File: src/rtl/mem_arbiter_pkg.sv
// rtl/mem_arbiter_pkg.sv - shared encodings and defaults for the memory port arbiter
package mem_arbiter_pkg;

  typedef enum logic [1:0] {
    S_IDLE = 2'd0,
    S_ADDR = 2'd1,
    S_DATA = 2'd2
  } state_e;

  localparam logic OWN_INST = 1'b0;
  localparam logic OWN_DATA = 1'b1;

  localparam int TIMEOUT_DEF = 255;

endpackage

File: src/rtl/mem_arbiter_rr_arb2.sv
// rtl/mem_arbiter_rr_arb2.sv - two-way round-robin picker; bit 0 = instruction, bit 1 = data
module rr_arb2
  import mem_arbiter_pkg::*;
(
  input  logic [1:0] req_i,
  input  logic       last_i,
  output logic [1:0] gnt_o
);

  always_comb begin
    gnt_o = req_i;
    if (req_i[0] && req_i[1]) begin
      gnt_o = (last_i == OWN_INST) ? 2'b10 : 2'b01;
    end
  end

endmodule

File: src/rtl/mem_arbiter.sv
// rtl/mem_arbiter.sv - shares one SRAM-like port between instruction fetch and data access
module mem_arbiter
  import mem_arbiter_pkg::*;
#(
  parameter int AW      = 32,
  parameter int DW      = 32,
  parameter int TIMEOUT = TIMEOUT_DEF
) (
  input  logic          clk,
  input  logic          rst,
  input  logic          i_req,
  input  logic [AW-1:0] i_addr,
  output logic          i_gnt,
  output logic          i_done,
  output logic [DW-1:0] i_rdata,
  input  logic          d_req,
  input  logic [3:0]    d_wen,
  input  logic [AW-1:0] d_addr,
  input  logic [DW-1:0] d_wdata,
  output logic          d_gnt,
  output logic          d_done,
  output logic [DW-1:0] d_rdata,
  output logic          m_req,
  output logic          m_wr,
  output logic [3:0]    m_wstrb,
  output logic [AW-1:0] m_addr,
  output logic [DW-1:0] m_wdata,
  input  logic          m_addr_ok,
  input  logic          m_data_ok,
  input  logic [DW-1:0] m_rdata,
  output logic          err
);

  localparam logic [15:0] TO_CNT = 16'(TIMEOUT);

  state_e        state_q, state_d;
  logic          owner_q, owner_d;
  logic          last_q, last_d;
  logic [15:0]   cnt_q, cnt_d;
  logic [AW-1:0] addr_q, addr_d;
  logic          wr_q, wr_d;
  logic [3:0]    wstrb_q, wstrb_d;
  logic [DW-1:0] wdata_q, wdata_d;
  logic          i_done_q, i_done_d, d_done_q, d_done_d, err_q, err_d;
  logic [DW-1:0] i_rdata_q, i_rdata_d, d_rdata_q, d_rdata_d;
  logic [1:0]    gnt;
  logic          complete, abort;

  rr_arb2 u_rr (
    .req_i  ({d_req, i_req}),
    .last_i (last_q),
    .gnt_o  (gnt)
  );

  always_comb begin
    state_d   = state_q;
    owner_d   = owner_q;
    last_d    = last_q;
    cnt_d     = cnt_q;
    addr_d    = addr_q;
    wr_d      = wr_q;
    wstrb_d   = wstrb_q;
    wdata_d   = wdata_q;
    i_rdata_d = i_rdata_q;
    d_rdata_d = d_rdata_q;
    i_done_d  = 1'b0;
    d_done_d  = 1'b0;
    err_d     = 1'b0;
    i_gnt     = 1'b0;
    d_gnt     = 1'b0;
    m_req     = 1'b0;
    complete  = 1'b0;
    abort     = 1'b0;

    unique case (state_q)
      S_IDLE: begin
        if (|gnt) begin
          state_d = S_ADDR;
          cnt_d   = '0;
          owner_d = gnt[1];
          last_d  = gnt[1];
          if (gnt[1]) begin
            d_gnt   = 1'b1;
            addr_d  = d_addr;
            wr_d    = |d_wen;
            wstrb_d = d_wen;
            wdata_d = d_wdata;
          end else begin
            i_gnt   = 1'b1;
            addr_d  = i_addr;
            wr_d    = 1'b0;
            wstrb_d = 4'h0;
            wdata_d = '0;
          end
        end
      end
      S_ADDR: begin
        m_req = 1'b1;
        cnt_d = cnt_q + 16'd1;
        // data_ok only counts here when the address is accepted in the same cycle
        if (m_addr_ok && m_data_ok) complete = 1'b1;
        else if (cnt_q == TO_CNT)   abort    = 1'b1;
        else if (m_addr_ok)         state_d  = S_DATA;
      end
      S_DATA: begin
        cnt_d = cnt_q + 16'd1;
        if (m_data_ok)            complete = 1'b1;
        else if (cnt_q == TO_CNT) abort    = 1'b1;
      end
      default: state_d = S_IDLE;
    endcase

    if (complete) begin
      state_d = S_IDLE;
      if (owner_q == OWN_DATA) begin
        d_done_d = 1'b1;
        if (!wr_q) d_rdata_d = m_rdata;
      end else begin
        i_done_d  = 1'b1;
        i_rdata_d = m_rdata;
      end
    end

    if (abort) begin
      state_d = S_IDLE;
      err_d   = 1'b1;
      if (owner_q == OWN_DATA) begin
        d_done_d  = 1'b1;
        d_rdata_d = '0;
      end else begin
        i_done_d  = 1'b1;
        i_rdata_d = '0;
      end
    end
  end

  always_ff @(posedge clk or negedge rst) begin
    if (!rst) begin
      state_q   <= S_IDLE;
      owner_q   <= OWN_INST;
      last_q    <= OWN_INST;
      cnt_q     <= '0;
      addr_q    <= '0;
      wr_q      <= 1'b0;
      wstrb_q   <= 4'h0;
      wdata_q   <= '0;
      i_done_q  <= 1'b0;
      d_done_q  <= 1'b0;
      err_q     <= 1'b0;
      i_rdata_q <= '0;
      d_rdata_q <= '0;
    end else begin
      state_q   <= state_d;
      owner_q   <= owner_d;
      last_q    <= last_d;
      cnt_q     <= cnt_d;
      addr_q    <= addr_d;
      wr_q      <= wr_d;
      wstrb_q   <= wstrb_d;
      wdata_q   <= wdata_d;
      i_done_q  <= i_done_d;
      d_done_q  <= d_done_d;
      err_q     <= err_d;
      i_rdata_q <= i_rdata_d;
      d_rdata_q <= d_rdata_d;
    end
  end

  assign m_addr  = addr_q;
  assign m_wr    = wr_q;
  assign m_wstrb = wstrb_q;
  assign m_wdata = wdata_q;
  assign i_done  = i_done_q;
  assign d_done  = d_done_q;
  assign err     = err_q;
  assign i_rdata = i_rdata_q;
  assign d_rdata = d_rdata_q;

endmodule

File: config.mk
export PLATFORM = sky130hd
export DESIGN_NAME = mem_arbiter
export DESIGN_NICKNAME = d
export VERILOG_FILES = /design/src/rtl/mem_arbiter_pkg.sv /design/src/rtl/mem_arbiter_rr_arb2.sv /design/src/rtl/mem_arbiter.sv
export SDC_FILE = /design/constraint.sdc
export NUM_CORES = 1
export LEC_CHECK = 0
export CORE_MARGIN = 1
export CORE_UTILIZATION = 45
export DETAILED_ROUTE_END_ITERATION = 16
export HOLD_SLACK_MARGIN = 0.06
export PLACE_DENSITY = 0.93
export SLEW_MARGIN = 20
export SYNTH_ARGS = -nofsm -noshare
export SYNTH_HDL_FRONTEND = slang
export SYNTH_HIERARCHICAL = 1
export SYNTH_SLANG_ARGS = --single-unit
export TNS_END_PERCENT = 30
File: constraint.sdc
create_clock -name clk -period 5.2 [get_ports clk]
set_input_delay 0.52 -clock clk [delete_from_list [all_inputs] [get_ports clk]]
set_output_delay 0.52 -clock clk [all_outputs]
set_load 0.005 [all_outputs]
==> out/results.txt, run 1 <==
The run finished with clean final reports. The per-cell routed wire length works out to 19.7 microns. The tools report the count of different cell masters after synthesis as 42. The combinational fraction of design power was 39.2%; the post-synth net total was 640. The average vias per placed instance works out to 5.58. Measured along the x axis, the die boundary spans 120 microns. Tracing the worst setup path back leads to its startpoint at d_req. The clock passes through at most 2 buffers.

Yosys printed 6 warnings. The tools report the total net switching power as 1.69 mW. Final-report max-slew violation count: 0. Measured on the finished design, the core utilization comes to 72.7%. The number of placed instances, taps included, is 920.

For this block, wires on met1 add up to 7170 microns. The max-capacitance violation count is 0, and the average size of a mapped cell is 12.6 sq um. Post-layout net count: 906.

Data on the critical path arrives at its endpoint at 2440 ps. The share of synthesized flip-flops with an asynchronous set or reset came out at 100%. On the critical path, the stage with the largest delay is an instance of sky130_fd_sc_hd__clkdlybuf4s50_1.

IR analysis of the VDD net gives a maximum drop of 0.305 mV. The run gives 5520 as the via count of the first global-routing pass. The sort of element at the end of the critical path was a primary output.

The clock arrives with 9.56 ps of skew. For the pin with the worst max-slew slack, the measured transition is 951 ps. The synthesis-to-layout area growth was 55.6%. Leaving out filler cells and counting taps, the final layout contains 952. After floorplanning, the core was divided into 42 placement rows. In this design, the stage delay of the slowest critical-path cell is 530 ps. Wires add up to 18800 microns. Net switching is 31.2% of the power. Per report_power, the clock group accounts for 24.0% of the total. Once the floorplan was initialized, standard cells occupied 46.7% of the core. The initial antenna violation count was 0; the met2 layer wire length in the routed design was 9600 microns. The run gives 1480 microns as the detailed route wirelength on metal3. Summing the sequential cell areas from Yosys gives 62.0% of the chip area.

The clock edge transition at the registers on the reported setup and hold paths is 60 ps, and the die outline area is 0.0144 sq mm. Detailed placement ended at an HPWL of 12800 microns. Summing all placed instances gives a cell area of 0.00912 sq mm.

Traced cell by cell, the critical path runs through clkdlybuf4s50_1 -> a21boi_4 -> buf_4 -> nor2_1 -> clkdlybuf4s50_1. After synthesis the cells add up to 0.00626 sq mm. Of all nets on the critical path, the largest fanout is 33.

In this run the post-CTS setup repair buffer count came out at 0. Standby leakage power: 4.39 nW. The number of buffers inserted for hold repair after clock tree synthesis came out at 0.

The data required time of the worst path came out at 4680 ps. The remaining max-slew budget at the tightest pin came out at 36.6%. The pin count of the biggest net entering global routing is 120, and the total core area is 0.0134 sq mm. The path class of the tightest hold or removal check is primary input to async pin.

The H-tree was split into 4 levels. Setup violations remaining at the end of the flow were counted as 0. From bottom edge to top edge, the die measures 120 microns. The post-route netlist has 6.96% of its cells at a drive strength greater than 1. The count of state elements after synthesis is 155, and the number of primary I/O pins is 277.

Of the available clock period, the critical path in the final layout requires 56.8%. Number of vias in the routed layout: 5310. 0 antenna diodes ended up in the layout. The prevailing post-synth register cell is sky130_fd_sc_hd__dfrtp_1. In this run, flip-flops and latches consume 36.8% of the power.

The cell count after synthesis was 497. The final global-route overflow total came out at 0. The tools report the startpoint of the most critical register-to-register path as cnt_q[12]$_DFFE_PN0P_.

The first global-routing pass estimated 29500 microns of wire. Critical path class: primary input to primary output. Top layer reached by signal wires: met4. Number of hold violations in the final report: 0. For the worst-skew pair, the clock arrives at the later sink with an insertion delay of 420 ps. The maximum frequency from static timing analysis came out at 0.338 GHz. After the first detailed-routing iteration, the DRC count stood at 364. The post-cts resize count is 0, and the final non-filler cell area is 0.00974 sq mm. The number of CTS-inserted buffers came out at 17. Fill cells in the final layout number 822. Setup repair after global routing left no endpoint under its margin.

For this run, the total global-route usage over all layers was measured as 26.9%. The first detailed-routing pass ran for 8 iterations. Buffers placed on the I/O ports in this run total 276. The internal power was 3.73 mW. The areal power density over the cells is 556 mW/mm^2. The most numerous cell type found on the critical path is sky130_fd_sc_hd__clkdlybuf4s50_1. The tree is rooted in a sky130_fd_sc_hd__clkbuf_16.

The post-detailed-route count of antenna-violating nets was 0; the detailed-route DRC error count was 0. The synthesized design contains 0 enable-type register cells. The tools report the count of clock tree sinks as 155. The logs give 0 ps for the summed negative setup slack over all endpoints and 0.815 for the final weighted congestion of routability-driven global placement.

Subtracting the final worst setup slack from the clock period gives 2960 ps. STA classifies the critical path startpoint as a primary input. TritonCTS built the clock tree.
==> stage by stage <==
stage | worst slack [ps] | total power [mW] | hold slack [ps]
floorplan | 3070 | 2.79 | 224
global placement | 2270 | 3.98 | 460
detailed placement | 2210 | 4.09 | 472
CTS | 2240 | 5.45 | 303
global route | 2170 | 5.68 | 295
finish | 2240 | 5.42 | 177
==> final cells by class <==
cell class	instances	area, sq um	area share, %
tap	176	220	2.26
clock buffer	18	439	4.51
sequential	155	3880	39.8
clock inverter	14	184	1.89
timing repair buffer	282	2810	28.9
inverter	6	22.5	0.231
multi-input combinational	301	2190	22.5
==> metal layers <==
metal	global-route usage, %	up-vias
met4	10.7	0
met2	46.1	274
met5	0	-
met1	30.9	2643
met3	8.89	37
li1	-	2356
==> layout by cell type, fill, tap and decap left out, types with 2 or more instances in the layout <==
cell type	count
sky130_fd_sc_hd__a21boi_1	2
sky130_fd_sc_hd__a21o_1	2
sky130_fd_sc_hd__a21oi_1	4
sky130_fd_sc_hd__a22o_1	98
sky130_fd_sc_hd__a22o_2	2
sky130_fd_sc_hd__buf_4	6
sky130_fd_sc_hd__bufinv_16	3
sky130_fd_sc_hd__clkbuf_16	17
sky130_fd_sc_hd__clkbuf_8	2
sky130_fd_sc_hd__clkdlybuf4s50_1	275
sky130_fd_sc_hd__clkinvlp_4	3
sky130_fd_sc_hd__dfrtp_1	155
sky130_fd_sc_hd__ha_1	5
sky130_fd_sc_hd__inv_1	6
sky130_fd_sc_hd__inv_6	4
sky130_fd_sc_hd__inv_8	2
sky130_fd_sc_hd__mux2i_1	33
sky130_fd_sc_hd__nand2_1	42
sky130_fd_sc_hd__nand3_1	7
sky130_fd_sc_hd__nand4_1	4
sky130_fd_sc_hd__nor2_1	21
sky130_fd_sc_hd__nor2b_1	3
sky130_fd_sc_hd__nor3_1	2
sky130_fd_sc_hd__nor4_1	2
sky130_fd_sc_hd__nor4_2	2
sky130_fd_sc_hd__o21ai_0	37
sky130_fd_sc_hd__or4_4	2
sky130_fd_sc_hd__xnor2_1	3
sky130_fd_sc_hd__xor2_1	11
==> logic make-up (layout without fill, tap and decap cells) <==
| group | Yosys count | after routing | synth area share (%) |
|---|---|---|---|
| compound gates | 152 | 152 | 18.6 |
| xor+xnor | 14 | 14 | 1.96 |
| fa+ha+maj | 5 | 5 | 0.999 |
| buf+inv | 41 | 320 | 3.62 |
| flops | 155 | 155 | 62.0 |
| mux | 34 | 34 | 5.46 |
| simple gates | 96 | 96 | 7.45 |
==> critical path: cells and delay by family <==
family / cells / cell delay, ps
buffers and inverters: 3 / 1490
AND/OR/NAND/NOR: 1 / 110
AO/OA/AOI/OAI: 1 / 270
==> power groups by stage <==
stage               sequential [mW]  combinational [mW]  clock [mW]
global route                   2.04                2.27        1.37
global placement               1.96                2.02           0
CTS                            1.99                2.14        1.32
floorplan                      1.98               0.813           0
detailed placement             1.99                2.11           0
finish                         2.00                2.12        1.30
==> cell usage after synthesis, types with 5 or more instances <==
master                     count  area [sq um]
sky130_fd_sc_hd__a22o_1       98           858
sky130_fd_sc_hd__buf_6         5          56.3
sky130_fd_sc_hd__clkbuf_1     24          90.1
sky130_fd_sc_hd__dfrtp_1     155          3880
sky130_fd_sc_hd__ha_1          5          62.6
sky130_fd_sc_hd__inv_1         6          22.5
sky130_fd_sc_hd__mux2i_1      33           330
sky130_fd_sc_hd__nand2_1      42           158
sky130_fd_sc_hd__nand3_1       7          35.0
sky130_fd_sc_hd__nor2_1       21          78.8
sky130_fd_sc_hd__o21ai_0      38           190
sky130_fd_sc_hd__xor2_1       11          96.3
==> path summary, 6_finish.rpt <==
path,to,slack (ps),cells after the start
setup / recovery,i_gnt,2240,5
hold / removal,d_rdata[31]$_DFF_PN0_,180,1
setup reg to reg,flip-flop,2660,5
hold reg to reg,m_addr[21]$_DFFE_PN0P_,480,2
max in group asynchronous,async pin,3850,2
min in group clk,m_addr[21]$_DFFE_PN0P_,480,2
Note: power is estimated with default switching activity, not from simulation.
==> run 2, diff against run 1 <==
--- a/config.mk
+++ b/config.mk
@@ -6,10 +6,10 @@
 export NUM_CORES = 1
 export LEC_CHECK = 0
 export CORE_MARGIN = 1
-export CORE_UTILIZATION = 45
+export CORE_UTILIZATION = 42
 export DETAILED_ROUTE_END_ITERATION = 16
 export HOLD_SLACK_MARGIN = 0.06
-export PLACE_DENSITY = 0.93
+export PLACE_DENSITY = 0.88
 export SLEW_MARGIN = 20
 export SYNTH_ARGS = -nofsm -noshare
 export SYNTH_HDL_FRONTEND = slang
==> constraint.sdc (replaced) <==
create_clock -name clk -period 3 [get_ports clk]
set_input_delay 0.3 -clock clk [delete_from_list [all_inputs] [get_ports clk]]
set_output_delay 0.3 -clock clk [all_outputs]
set_load 0.005 [all_outputs]
==> out/results.txt, run 2 (synthesized netlist as in run 1, its figures left out) <==
The run finished with clean final reports. Number of buffers inserted to repair setup after CTS: 0 (unchanged). The tools report the number of DRC markers in iteration 0 as 295 (was 364).

The final non-filler cell area was 0.00989 sq mm (was 0.00974 sq mm); the post-layout net count was 912 (was 906). For the detailed-router iteration count before antenna repair, the log shows 4 (was 8). Most frequent cells in the layout: sky130_fd_sc_hd__clkdlybuf4s50_1, sky130_fd_sc_hd__dfrtp_1, sky130_fd_sc_hd__a22o_1 (unchanged). The post-detailed-placement cell area was 0.00919 sq mm (was 0.00912 sq mm). The top fanout value on the critical path came out at 8 (was 33). The run gives 0 (unchanged) as the final-report max-slew violation count. The logs give 2700 ps (was 4680 ps) for the data required time of the worst path and 277 (unchanged) for the number of primary I/O pins. The number of buffers on the longest clock path came out at 2 (unchanged). Most common cell after layout, fill and taps aside: sky130_fd_sc_hd__clkdlybuf4s50_1 (unchanged). Timing would allow up to 0.387 GHz.

Synthesis-to-layout area growth: 57.9% (was 55.6%). Type of the most critical hold path: primary input to async pin (unchanged). Areal power density over the cells: 972 mW/mm^2 (was 556 mW/mm^2). The fraction of final layout cells with drive strength greater than 1 was 7.29% (was 6.96%). The tools report the timing startpoint of the critical path as last_q$_DFFE_PN0P_ (was d_req). TritonCTS built the clock tree.

The clock tree root driver cell is sky130_fd_sc_hd__clkbuf_16 (unchanged). Slew at the pin closest to its max-slew limit: 887 ps (was 951 ps). The average vias per placed instance is 5.52 (was 5.58). The reg-to-reg setup timing slack was 470 ps (was 2660 ps). The vertical die dimension came out at 124 microns (was 120 microns). The tools report the kind of start point of the critical path as a flip-flop (was a primary input).

For the remaining max-slew budget at the tightest pin, the log shows 40.7% (was 36.6%). The run gives 0 ps (unchanged) as the summed negative setup slack over all endpoints. The number of CTS-inserted buffers is 17 (unchanged), and the horizontal die dimension is 124 microns (was 120 microns). For the initial cell density of the core, the log shows 43.1% (was 46.7%). The pin count of the biggest net entering global routing was 80 (was 120); the global-route usage over all layers was 24.3% (was 26.9%). Setup repair after global routing left no endpoint under its margin. Via count of the first global-routing pass: 5489 (was 5520). The detailed-route DRC error count was 0 (unchanged); the total number of H-tree levels was 4 (unchanged).

For the estimated wirelength of the detail-placed design, the log shows 13300 microns (was 12800 microns). The clock period minus worst slack was 2580 ps. The count of clock tree sinks is 155 (unchanged).

For the number of cell rows, the log shows 44 (was 42). The depth of the most critical reg-to-reg path is 8 (was 5), and the per-cell routed wire length is 19.1 microns (was 19.7 microns). The logs give 0.868 (was 0.815) for the final weighted congestion of routability-driven global placement and 0.677 mV (was 0.305 mV) for the largest vdd supply drop. The number of hold violations in the final report is 0 (unchanged), and the initial antenna violation count is 0 (unchanged). In the finished design, the share of the clock period the worst path needs comes to 86.0%.

The final global-route overflow total came out at 0 (unchanged). The number of vias in the routed layout was 5336 (was 5310); the standby leakage power was 4.46 nW (was 4.39 nW). For the total detailed-routing wirelength, the log shows 18500 microns (was 18800 microns).

The run gives 0 (unchanged) as the post-detailed-route count of antenna-violating nets. The tools report the number of setup violations in the final report as 0 (unchanged). The logs give 9.02 ps (was 9.56 ps) for the final clock skew and 27900 microns (was 29500 microns) for the global-route wire length before repair.

The data arrival time of the worst path was 2280 ps (was 2440 ps). The die outline area was 0.0154 sq mm (was 0.0144 sq mm); the final antenna diode count was 0 (unchanged). The number of port buffers was 276 (unchanged); the max-capacitance violation count was 0 (unchanged). Startpoint of the most critical register-to-register path: state_q[0]$_DFFE_PN0P_ (was cnt_q[12]$_DFFE_PN0P_). The sort of element at the end of the critical path is a primary output (unchanged). The clock network latency to the later pin of the worst-skew pair was 430 ps (was 420 ps); the clock edge transition at the registers on the reported setup and hold paths was 60 ps (about the same). The run gives 0.0145 sq mm (was 0.0134 sq mm) as the total core area. The critical path class is flip-flop to primary output (was primary input to primary output).
run 2: cell types whose count changed in the layout (fill, tap and decap cells not counted), sizes merged:
| cell | delta |
|---|---|
| buf | +6 |
| clkbuf | -2 |
| inv | -1 |
| clkinvlp | -1 |
| dlygate4sd3 | +1 |
| bufinv | +3 |
run 2: worst max-delay path by stage:
| stage | endpoint | slack (ps) |
|---|---|---|
| 2_1_floorplan | flip-flop | 870 |
| 3_3_place_gp | cnt_q[13]$_DFFE_PN0P_ | 520 |
| 3_5_place_dp | cnt_q[13]$_DFFE_PN0P_ | 400 |
| 4_1_cts | i_gnt | 380 |
| 5_1_grt | cnt_q[13]$_DFFE_PN0P_ | 210 |
| 6_report | i_gnt | 420 |
run 2: final cells by class:
class,instances,area [sq um]
Fill cell,1005,4650
Sequential cell,155,3880
Timing Repair Buffer,288,2880
Multi-Input combinational cell,301,2190
Clock buffer,17,425
Clock inverter,15,262
Tap cell,184,230
Inverter,6,22.5
run 2: worst max-delay path, cell delays in order, from the launching register on:
cell                              delay (ps)
sky130_fd_sc_hd__dfrtp_1                 560
sky130_fd_sc_hd__inv_1                    90
sky130_fd_sc_hd__a21boi_1                370
sky130_fd_sc_hd__nand2_1                 160
sky130_fd_sc_hd__nor2_1                  130
sky130_fd_sc_hd__clkdlybuf4s50_1         540
run 2: what timing repair did:
action,in CTS,in global routing
resized for setup,0,0
hold buffers,1,0
endpoints found under the hold margin,76,0
run 2: layer usage:
layer / track usage (%) / wire (microns) / vias up
met1: 28.2 / 6960 / 2661
met5: 0 / 0 / -
li1: - / - / 2370
met2: 40.3 / 9350 / 263
met3: 8.29 / 1550 / 42
met4: 11.0 / 614 / 0
run 2: metrics by stage:
| step | hold slack [ps] | utilization (%) | worst slack [ps] | power, mW | std cells |
|---|---|---|---|---|---|
| 2_1_floorplan | 4.41 | - | 867 | 4.84 | 497 |
| 4_1_cts | 469 | 68.0 | 384 | 9.67 | 966 |
| 6_report | 440 | 68.0 | 419 | 9.61 | 966 |
| 3_5_place_dp | 375 | 63.2 | 404 | 7.10 | 933 |
| 3_3_place_gp | 366 | 63.2 | 521 | 6.95 | 933 |
| 5_1_grt | 466 | 68.0 | 206 | 10.1 | 966 |
run 2: report_power, final:
group / switching, mW / total, mW / leakage, nW / internal, mW
logic: 1.44 / 3.66 / 2.15 / 2.22
clock network: 0.911 / 2.49 / 0.329 / 1.58
registers: 0.548 / 3.46 / 1.99 / 2.91
total: 2.90 / 9.61 / 4.46 / 6.71
